===== src/rtl/button_conditioner.sv =====
// button_conditioner: synchronizes three bouncy push buttons and two switch
// banks, debounces each button with its own FSM, and turns accepted presses
// into one-cycle pulses. The change button also auto-repeats while held.
// The digit switches are held steady around each digit_load pulse, so the
// digit that gets loaded is the one shown just before the pulse.
module button_conditioner #(
   parameter int DEBOUNCE_CYCLES = 4,
   parameter int HOLD_CYCLES     = 16,
   parameter int REPEAT_CYCLES   = 8
) (
   input  logic       clk,
   input  logic       rst,
   input  logic       load_raw,
   input  logic       change_raw,
   input  logic       mode_raw,
   input  logic [6:0] digit_choice_raw,
   input  logic [1:0] device_choice_raw,
   output logic       digit_load,
   output logic       digit_change,
   output logic       mode_change,
   output logic [6:0] digit_choice,
   output logic [1:0] device_choice,
   // Debug view of the button FSM states: [1:0] load, [3:2] change, [5:4] mode.
   output logic [5:0] dbg_state
);

   // Button index map used by every per-button array below.
   localparam int BTN_LOAD   = 0;
   localparam int BTN_CHANGE = 1;
   localparam int NB         = 3;

   localparam logic [15:0] DEB_LIM  = 16'(DEBOUNCE_CYCLES);
   localparam logic [15:0] HOLD_LIM = 16'(HOLD_CYCLES);
   localparam logic [15:0] REP_LIM  = 16'(REPEAT_CYCLES);
   localparam logic [15:0] CNT_MAX  = 16'hFFFF;

   typedef enum logic [1:0] {
      ST_IDLE         = 2'd0,
      ST_PRESS_WAIT   = 2'd1,
      ST_PRESSED      = 2'd2,
      ST_RELEASE_WAIT = 2'd3
   } btn_state_t;

   // Handshake note: there is no valid/ready flow here. Every output pulse
   // is a single-cycle strobe that the consumer must sample on the cycle it
   // is high; nothing is held or retried.

   logic [NB-1:0] w_btn_raw;
   logic [NB-1:0] r_btn_meta;
   logic [NB-1:0] r_btn_sync;
   logic [6:0]    r_digit_meta;
   logic [6:0]    r_digit_sync;
   logic [1:0]    r_dev_meta;
   logic [1:0]    r_dev_sync;

   btn_state_t    r_state [NB];
   logic [15:0]   r_cnt   [NB];
   logic [NB-1:0] r_evt;
   logic [NB-1:0] r_pulse;
   logic [NB-1:0] w_press_done;

   logic [15:0]   r_hold_cnt;
   logic [15:0]   r_rep_cnt;
   logic          r_repeating;
   logic          r_hold_evt;
   logic          w_chg_held;
   logic          w_chg_release_done;
   logic          w_digit_freeze;

   assign w_btn_raw = {mode_raw, change_raw, load_raw};

   // Two-flop synchronizers for the buttons and the device switches.
   always_ff @(posedge clk) begin
      if (rst) begin
         r_btn_meta <= '0;
         r_btn_sync <= '0;
         r_dev_meta <= '0;
         r_dev_sync <= '0;
      end else begin
         r_btn_meta <= w_btn_raw;
         r_btn_sync <= r_btn_meta;
         r_dev_meta <= device_choice_raw;
         r_dev_sync <= r_dev_meta;
      end
   end

   // Debounce completion: the FSM will enter PRESSED on this edge.
   always_comb begin
      w_press_done = '0;
      for (int i = 0; i < NB; i++) begin
         w_press_done[i] = (r_state[i] == ST_PRESS_WAIT) && r_btn_sync[i] &&
                           (r_cnt[i] == DEB_LIM);
      end
   end

   // The digit switches freeze on the edge that accepts a load press and on
   // the edge that raises digit_load, so the pulse cycle and the cycle before
   // it both show the pre-pulse value.
   assign w_digit_freeze = w_press_done[BTN_LOAD] || r_evt[BTN_LOAD];

   // Digit switch synchronizer; its second flop doubles as the freeze register.
   always_ff @(posedge clk) begin
      if (rst) begin
         r_digit_meta <= '0;
         r_digit_sync <= '0;
      end else begin
         r_digit_meta <= digit_choice_raw;
         if (!w_digit_freeze) begin
            r_digit_sync <= r_digit_meta;
         end
      end
   end

   // Per-button debounce FSMs; r_evt marks an accepted press for the pulse stage.
   always_ff @(posedge clk) begin
      if (rst) begin
         for (int i = 0; i < NB; i++) begin
            r_state[i] <= ST_IDLE;
            r_cnt[i]   <= '0;
         end
         r_evt <= '0;
      end else begin
         for (int i = 0; i < NB; i++) begin
            r_evt[i] <= 1'b0;
            case (r_state[i])
               ST_IDLE: begin
                  if (r_btn_sync[i]) begin
                     r_state[i] <= ST_PRESS_WAIT;
                     r_cnt[i]   <= 16'd1;
                  end
               end
               ST_PRESS_WAIT: begin
                  if (!r_btn_sync[i]) begin
                     r_state[i] <= ST_IDLE;
                     r_cnt[i]   <= '0;
                  end else if (r_cnt[i] == DEB_LIM) begin
                     r_state[i] <= ST_PRESSED;
                     r_cnt[i]   <= '0;
                     r_evt[i]   <= 1'b1;
                  end else begin
                     r_cnt[i] <= r_cnt[i] + 16'd1;
                  end
               end
               ST_PRESSED: begin
                  if (!r_btn_sync[i]) begin
                     r_state[i] <= ST_RELEASE_WAIT;
                     r_cnt[i]   <= 16'd1;
                  end
               end
               ST_RELEASE_WAIT: begin
                  // A bounce back to 1 returns to PRESSED without a new pulse.
                  if (r_btn_sync[i]) begin
                     r_state[i] <= ST_PRESSED;
                     r_cnt[i]   <= '0;
                  end else if (r_cnt[i] == DEB_LIM) begin
                     r_state[i] <= ST_IDLE;
                     r_cnt[i]   <= '0;
                  end else begin
                     r_cnt[i] <= r_cnt[i] + 16'd1;
                  end
               end
               default: begin
                  r_state[i] <= ST_IDLE;
                  r_cnt[i]   <= '0;
               end
            endcase
         end
      end
   end

   // Change button counts as held in PRESSED and while bouncing in RELEASE_WAIT.
   assign w_chg_held = (r_state[BTN_CHANGE] == ST_PRESSED) ||
                       (r_state[BTN_CHANGE] == ST_RELEASE_WAIT);

   // Release debounce finishing on this edge: the button is back in IDLE next
   // cycle, so a repeat that would coincide with it is dropped.
   assign w_chg_release_done = (r_state[BTN_CHANGE] == ST_RELEASE_WAIT) &&
                               !r_btn_sync[BTN_CHANGE] &&
                               (r_cnt[BTN_CHANGE] == DEB_LIM);

   // Hold and auto-repeat timing for the change button; both counters saturate.
   always_ff @(posedge clk) begin
      if (rst) begin
         r_hold_cnt  <= '0;
         r_rep_cnt   <= '0;
         r_repeating <= 1'b0;
         r_hold_evt  <= 1'b0;
      end else begin
         r_hold_evt <= 1'b0;
         if (w_press_done[BTN_CHANGE]) begin
            // The accepting edge counts as the first held cycle.
            r_hold_cnt  <= 16'd1;
            r_rep_cnt   <= '0;
            r_repeating <= 1'b0;
         end else if (w_chg_held && !w_chg_release_done) begin
            if (r_hold_cnt != CNT_MAX) begin
               r_hold_cnt <= r_hold_cnt + 16'd1;
            end
            if (!r_repeating) begin
               if (r_hold_cnt == HOLD_LIM) begin
                  r_hold_evt  <= 1'b1;
                  r_repeating <= 1'b1;
                  r_rep_cnt   <= 16'd1;
               end
            end else if (r_rep_cnt == REP_LIM) begin
               r_hold_evt <= 1'b1;
               r_rep_cnt  <= 16'd1;
            end else if (r_rep_cnt != CNT_MAX) begin
               r_rep_cnt <= r_rep_cnt + 16'd1;
            end
         end else begin
            r_hold_cnt  <= '0;
            r_rep_cnt   <= '0;
            r_repeating <= 1'b0;
         end
      end
   end

   // Output pulse register: press events and change-button repeats merge here.
   always_ff @(posedge clk) begin
      if (rst) begin
         r_pulse <= '0;
      end else begin
         r_pulse <= r_evt | {1'b0, r_hold_evt, 1'b0};
      end
   end

   assign digit_load    = r_pulse[0];
   assign digit_change  = r_pulse[1];
   assign mode_change   = r_pulse[2];
   assign digit_choice  = r_digit_sync;
   assign device_choice = r_dev_sync;
   assign dbg_state     = {r_state[2], r_state[1], r_state[0]};

endmodule


===== config.mk =====
export PLATFORM = sky130hd
export DESIGN_NAME = button_conditioner
export DESIGN_NICKNAME = d
export VERILOG_FILES = /design/src/rtl/button_conditioner.sv
export SDC_FILE = /design/constraint.sdc
export NUM_CORES = 1
export LEC_CHECK = 0
export ABC_AREA = 1
export CORE_ASPECT_RATIO = 1.1
export CORE_UTILIZATION = 50
export CTS_BUF_LIST = sky130_fd_sc_hd__clkbuf_8
export DETAILED_ROUTE_END_ITERATION = 6
export DONT_BUFFER_PORTS = 1
export PLACE_DENSITY_LB_ADDON = 0.3
export SYNTH_ARGS = -nofsm -noshare
export SYNTH_HDL_FRONTEND = slang
export SYNTH_SLANG_ARGS = --single-unit

===== constraint.sdc =====
create_clock -name clk -period 2.6 [get_ports clk]
set_input_delay 0.13 -clock clk [delete_from_list [all_inputs] [get_ports clk]]
set_output_delay 0.13 -clock clk [all_outputs]
set_load 0.03 [all_outputs]

## Word level (Yosys, flattened, before mapping)

Memory sizes are Yosys's and may differ from the RTL's.
Index checks and enable logic that the tools add are counted.

- Equality and inequality tests: 18
- Reductions and logical operators: 17
- Mux-type cells: 151
- Add/subtract/negate cells: 5
- Bitwise operators: 44

Operators with widths:

| operator | count |
|---|---|
| 16-bit two-way mux | 28 |
| 1-bit two-way mux | 105 |
| 16-bit by 1-bit adder with 16-bit output (second input constant) | 5 |
| 16-bit by 3-bit equality test with 1-bit output (second input constant) | 3 |
| 1-bit bitwise OR | 42 |
| 2-bit two-way mux | 18 |
| 16-bit inequality test (second input constant) | 2 |
| 16-bit by 4-bit equality test with 1-bit output (second input constant) | 1 |
| 16-bit by 5-bit equality test with 1-bit output (second input constant) | 1 |
| 2-bit equality test (second input constant) | 6 |
| 1-bit logical AND | 7 |
| 2-bit by 1-bit equality test with 1-bit output (second input constant) | 3 |
| 2-bit zero test | 3 |
| 3-bit by 1-bit inequality test with 1-bit output (second input constant) | 1 |
| 3-bit by 2-bit inequality test with 1-bit output (second input constant) | 1 |
| 3-bit by 2-bit bitwise OR with 3-bit output | 1 |
| 3-bit OR reduction | 1 |
| 1-bit zero test | 2 |
| 1-bit logical OR | 2 |
| 2-bit AND reduction | 1 |
| 2-bit nonzero test | 1 |
| 1-bit NOT | 1 |

- Memory bits (writable): 54
- Bits of input ports: 14
- Bits in registers: 64
- Memories: 2

Memory list:

| memory | words | bits a word | rd ports | clocked after memory_dff | wr ports | line | source |
|---|---|---|---|---|---|---|---|
| r_cnt | 3 | 16 | 3 | 0 | 3 | 57 | `logic [15:0] r_cnt [NB];` |
| r_state | 3 | 2 | 3 | 0 | 3 | 56 | `btn_state_t r_state [NB];` |

## Longest topological paths before layout

An unclocked memory read counts as a cell.

- Depth after elaboration: 13
- Mapped depth: 12
- Depth with buffers taken out: 12

## Worst setup path before layout

OpenSTA, ideal clock, no wires.

- Kind: register to register
- From: mem r_cnt[0][0]
- To: mem r_cnt[0][0], enable pin
- Setup time: 0.416 ns
- Stages on the path, launching flop included: 10
- Data arrival time: 1.599 ns
- Buffers on the path: 0
- Path slack: 0.585 ns
- Path through: edfxtp_1 > inv_1 > ha_1 > nand2_1 > inv_1 > nand2_1 > nor2_1 > nand2_1 > o21ai_1 > nand3_1

RTL lines:

| item | line |
|---|---|
| start, declared | 57 |

==> flow_metrics.py <==
metrics = {
    "run_status": {
        "status": "complete, no violations",
    },
    "synth": {
        "synth_edf_count": 54,
        "syn-num-nets": 887,
        "synth_area_sq_um": 6430,
        "synthArstFlopShare_pct": 0,
        "syn_area_per_cell_sq_um": 7.45,
        "yosys.cell_types.count": 33,
        "ys.flop_type": "dfxtp_1",
        "synthCells": 863,
        "ys_seq_area_share_pct": 45.2,
        "yosys_warnings": 0,
        "synth_seq_cells": 118,
    },
    "drt": {
        "drcViolationCount": 0,
        "drt-initial-drc-count": 456,
        "antenna_left": 0,
        "vias_per_cell": 5.10,
        "wirelength_um": 13100,
        "wl_per_cell_um": 12.4,
        "dr.pass1.iters": 7,
        "vias": 5406,
    },
    "hold_path": {
        "hold_path.startpoint": "rst",
        "hold_class": "primary input to flip-flop",
        "hold_path_depth": 5,
        "holdPathEnd": "r_evt[2]",
    },
    "cts": {
        "clock-sinks": 118,
        "cts.htree.levels": 4,
        "ctsRootBufferMaster": "clkbuf_8",
        "cts_tree": "yes",
        "cts_setup_buffers": 0,
        "cts_buffers": 17,
        "clkLatencyLatePin_ns": 0.44,
        "clk_pin_slew_ns": 0.07,
        "cts_buffer_depth": 2,
    },
    "setup_path": {
        "reg2reg_from": "r_state[0][1]",
        "critical_path.cell_chain": "inv_1, nand2_1, nor2_1, o21ai_1, nand3_1, buf_4",
        "path_max_fanout": 15,
        "cp.arrival_ns": 2.36,
        "end_kind": "flip-flop",
        "reg2reg_depth": 6,
        "worst_r2r_endpoint": "r_cnt[0][15]",
        "required_ns": 2.78,
        "cpMaxStageDelayCell": "edfxtp_1",
        "cp-start-kind": "flip-flop",
        "slowest_delay_ns": 0.60,
        "r2r_slack_ns": 0.42,
        "path_class": "flip-flop to flip-flop",
    },
    "job": {
        "max_cap_violations": 0,
    },
    "floorplan": {
        "ios": 32,
        "fp.dieW_um": 110,
        "core_area_sq_um": 12600,
        "start_util_pct": 51.1,
        "row_count": 43,
        "die_area_sq_um": 13300,
        "die_height_um": 121,
    },
    "timing": {
        "rsz0062_at_grt": "false",
        "setup_violations": 0,
        "fin_crit_sh_pct": 83.9,
        "whs_ns": 0.0605,
        "drv_slew": 0,
        "finClkSkew_ns": 0.0130,
        "max_freq_mhz": 458,
        "hold_viol": 0,
        "final.setup.tns_ns": 0,
        "min_period_ns": 2.18,
        "relSlewSlack_pct": 37.9,
        "tightest_slew_ns": 0.929,
    },
    "layout": {
        "drive_above_1_share_pct": 7.21,
        "area_growth_pct": 11.5,
        "fin_nets": 913,
        "fin_area_sq_um": 7170,
        "diodes": 0,
    },
    "placement": {
        "dpl_cell_area_sq_um": 6610,
        "io_buffers": 0,
        "dpl.hpwl_um": 9310,
        "place.gp.congestion": 0.864,
    },
    "global_route": {
        "grt_pass1_wl_um": 21600,
        "grt_max_degree": 28,
        "grt_pass1_vias": 4879,
        "grt_overflow_total": 0,
        "grtUsageTotal_pct": 20.8,
        "antenna_found_initial": 0,
    },
    "power_and_ir_drop": {
        "ir_drop_mv": 0.450,
        "leakage_nw": 2.94,
        "p_per_area_nw_per_um2": 737,
    },
}
==> cell type report <==
cell class / instances / area, sq um
well taps: 157 / 196
flip-flops and latches: 118 / 2900
clock buffers: 20 / 275
inverters: 141 / 529
multi-input cells: 591 / 2920
fillers: 1169 / 5420
clock inverters: 12 / 150
repair buffers: 20 / 195
==> worst max-delay path by stage <==
stage                              from      endpoint  slack, ns  cells after the start
after floorplan             r_cnt[0][0]   r_cnt[0][0]       0.59                      9
after global placement    r_state[0][1]   r_cnt[0][9]       0.48                      6
after detailed placement  r_state[0][1]  r_cnt[0][11]       0.42                      6
after CTS                 r_state[0][1]   r_cnt[0][9]       0.41                      6
after global routing      r_state[0][1]  r_cnt[0][15]       0.18                      6
final                     r_state[0][1]  r_cnt[0][15]       0.42                      6
==> cells in the final DEF (no fill, tap or decap), types with 6 or more instances in the layout <==
master         Yosys  layout
nor2_1           163     163
nand2_1          148     148
inv_1            140     141
nand3_1           74      74
dfxtp_1           64      64
edfxtp_1          54      54
a21oi_1           37      37
xor2_1            36      36
o21ai_0           29      29
nor3_1            26      26
nand4_1           24      24
clkbuf_8           0      20
dlygate4sd3_1      0      13
ha_1              10      10
nor4_1             8       8
nand2_2            6       6
buf_4              2       6
==> per-layer routing <==
layer,wire length (um),vias up,global-route usage (%)
li1,-,2834,-
met1,6280,2443,26.9
met2,6120,112,33.6
met3,528,17,5.32
met4,163,0,7.24
met5,0,-,0
==> state kept, by name, summed over array words and instances (netlist names), 6 cells and up <==
| name | flops |
|---|---|
| r_digit_meta | 7 |
| r_hold_cnt | 16 |
| r_cnt | 48 |
| r_state | 6 |
| digit_choice | 7 |
| r_rep_cnt | 16 |
==> synth_stat cells, drive strengths merged, types with 10 or more instances <==
| library cell | instances | area [sq um] |
|---|---|---|
| nand2 | 155 | 604 |
| nand4 | 24 | 150 |
| edfxtp | 54 | 1620 |
| nor2 | 166 | 631 |
| nor3 | 30 | 176 |
| ha | 10 | 125 |
| a21oi | 42 | 229 |
| inv | 141 | 529 |
| nand3 | 75 | 380 |
| xor2 | 36 | 315 |
| dfxtp | 64 | 1280 |
| o21ai | 30 | 150 |
==> report_power, final <==
group	switching [W]	leakage [nW]	internal, W
Clock	0.000759	0.225	0.00102
Sequential	0.000354	1.10	0.00225
Combinational	0.000573	1.62	0.000318
Total	0.00169	2.94	0.00360
==> cell families after synthesis <==
group,after synthesis,share of synthesized area [%]
xor+xnor,36,4.90
simple gates,467,31.9
buf+inv,154,9.46
flops,118,45.2
compound gates,78,6.60
fa+ha+maj,10,1.95
==> worst max-delay path: cells and delay by family (launching register included) <==
kind / cells / cell delay [ns]
AND/OR/NAND/NOR: 3 / 0.41
flip-flops: 1 / 0.60
AO/OA/AOI/OAI: 1 / 0.56
buffers and inverters: 2 / 0.36
==> what timing repair did <==
| action | in CTS | in global routing |
|---|---|---|
| resized for setup | 0 | 0 |
| endpoints found under the hold margin | 27 | 0 |
| hold buffers | 13 | 0 |
==> stage by stage <==
step / std cells / total power [W] / util, % / worst slack, ns
6_report: 1059 / 0.00528 / 56.9 / 0.419
5_1_grt: 1059 / 0.00559 / 56.9 / 0.178
4_1_cts: 1059 / 0.00532 / 56.9 / 0.410
3_5_place_dp: 1014 / 0.00351 / 52.5 / 0.419
3_3_place_gp: 1014 / 0.00350 / 52.5 / 0.477
2_1_floorplan: 863 / 0.00326 / - / 0.585
Note: power is estimated with default switching activity, not from simulation.
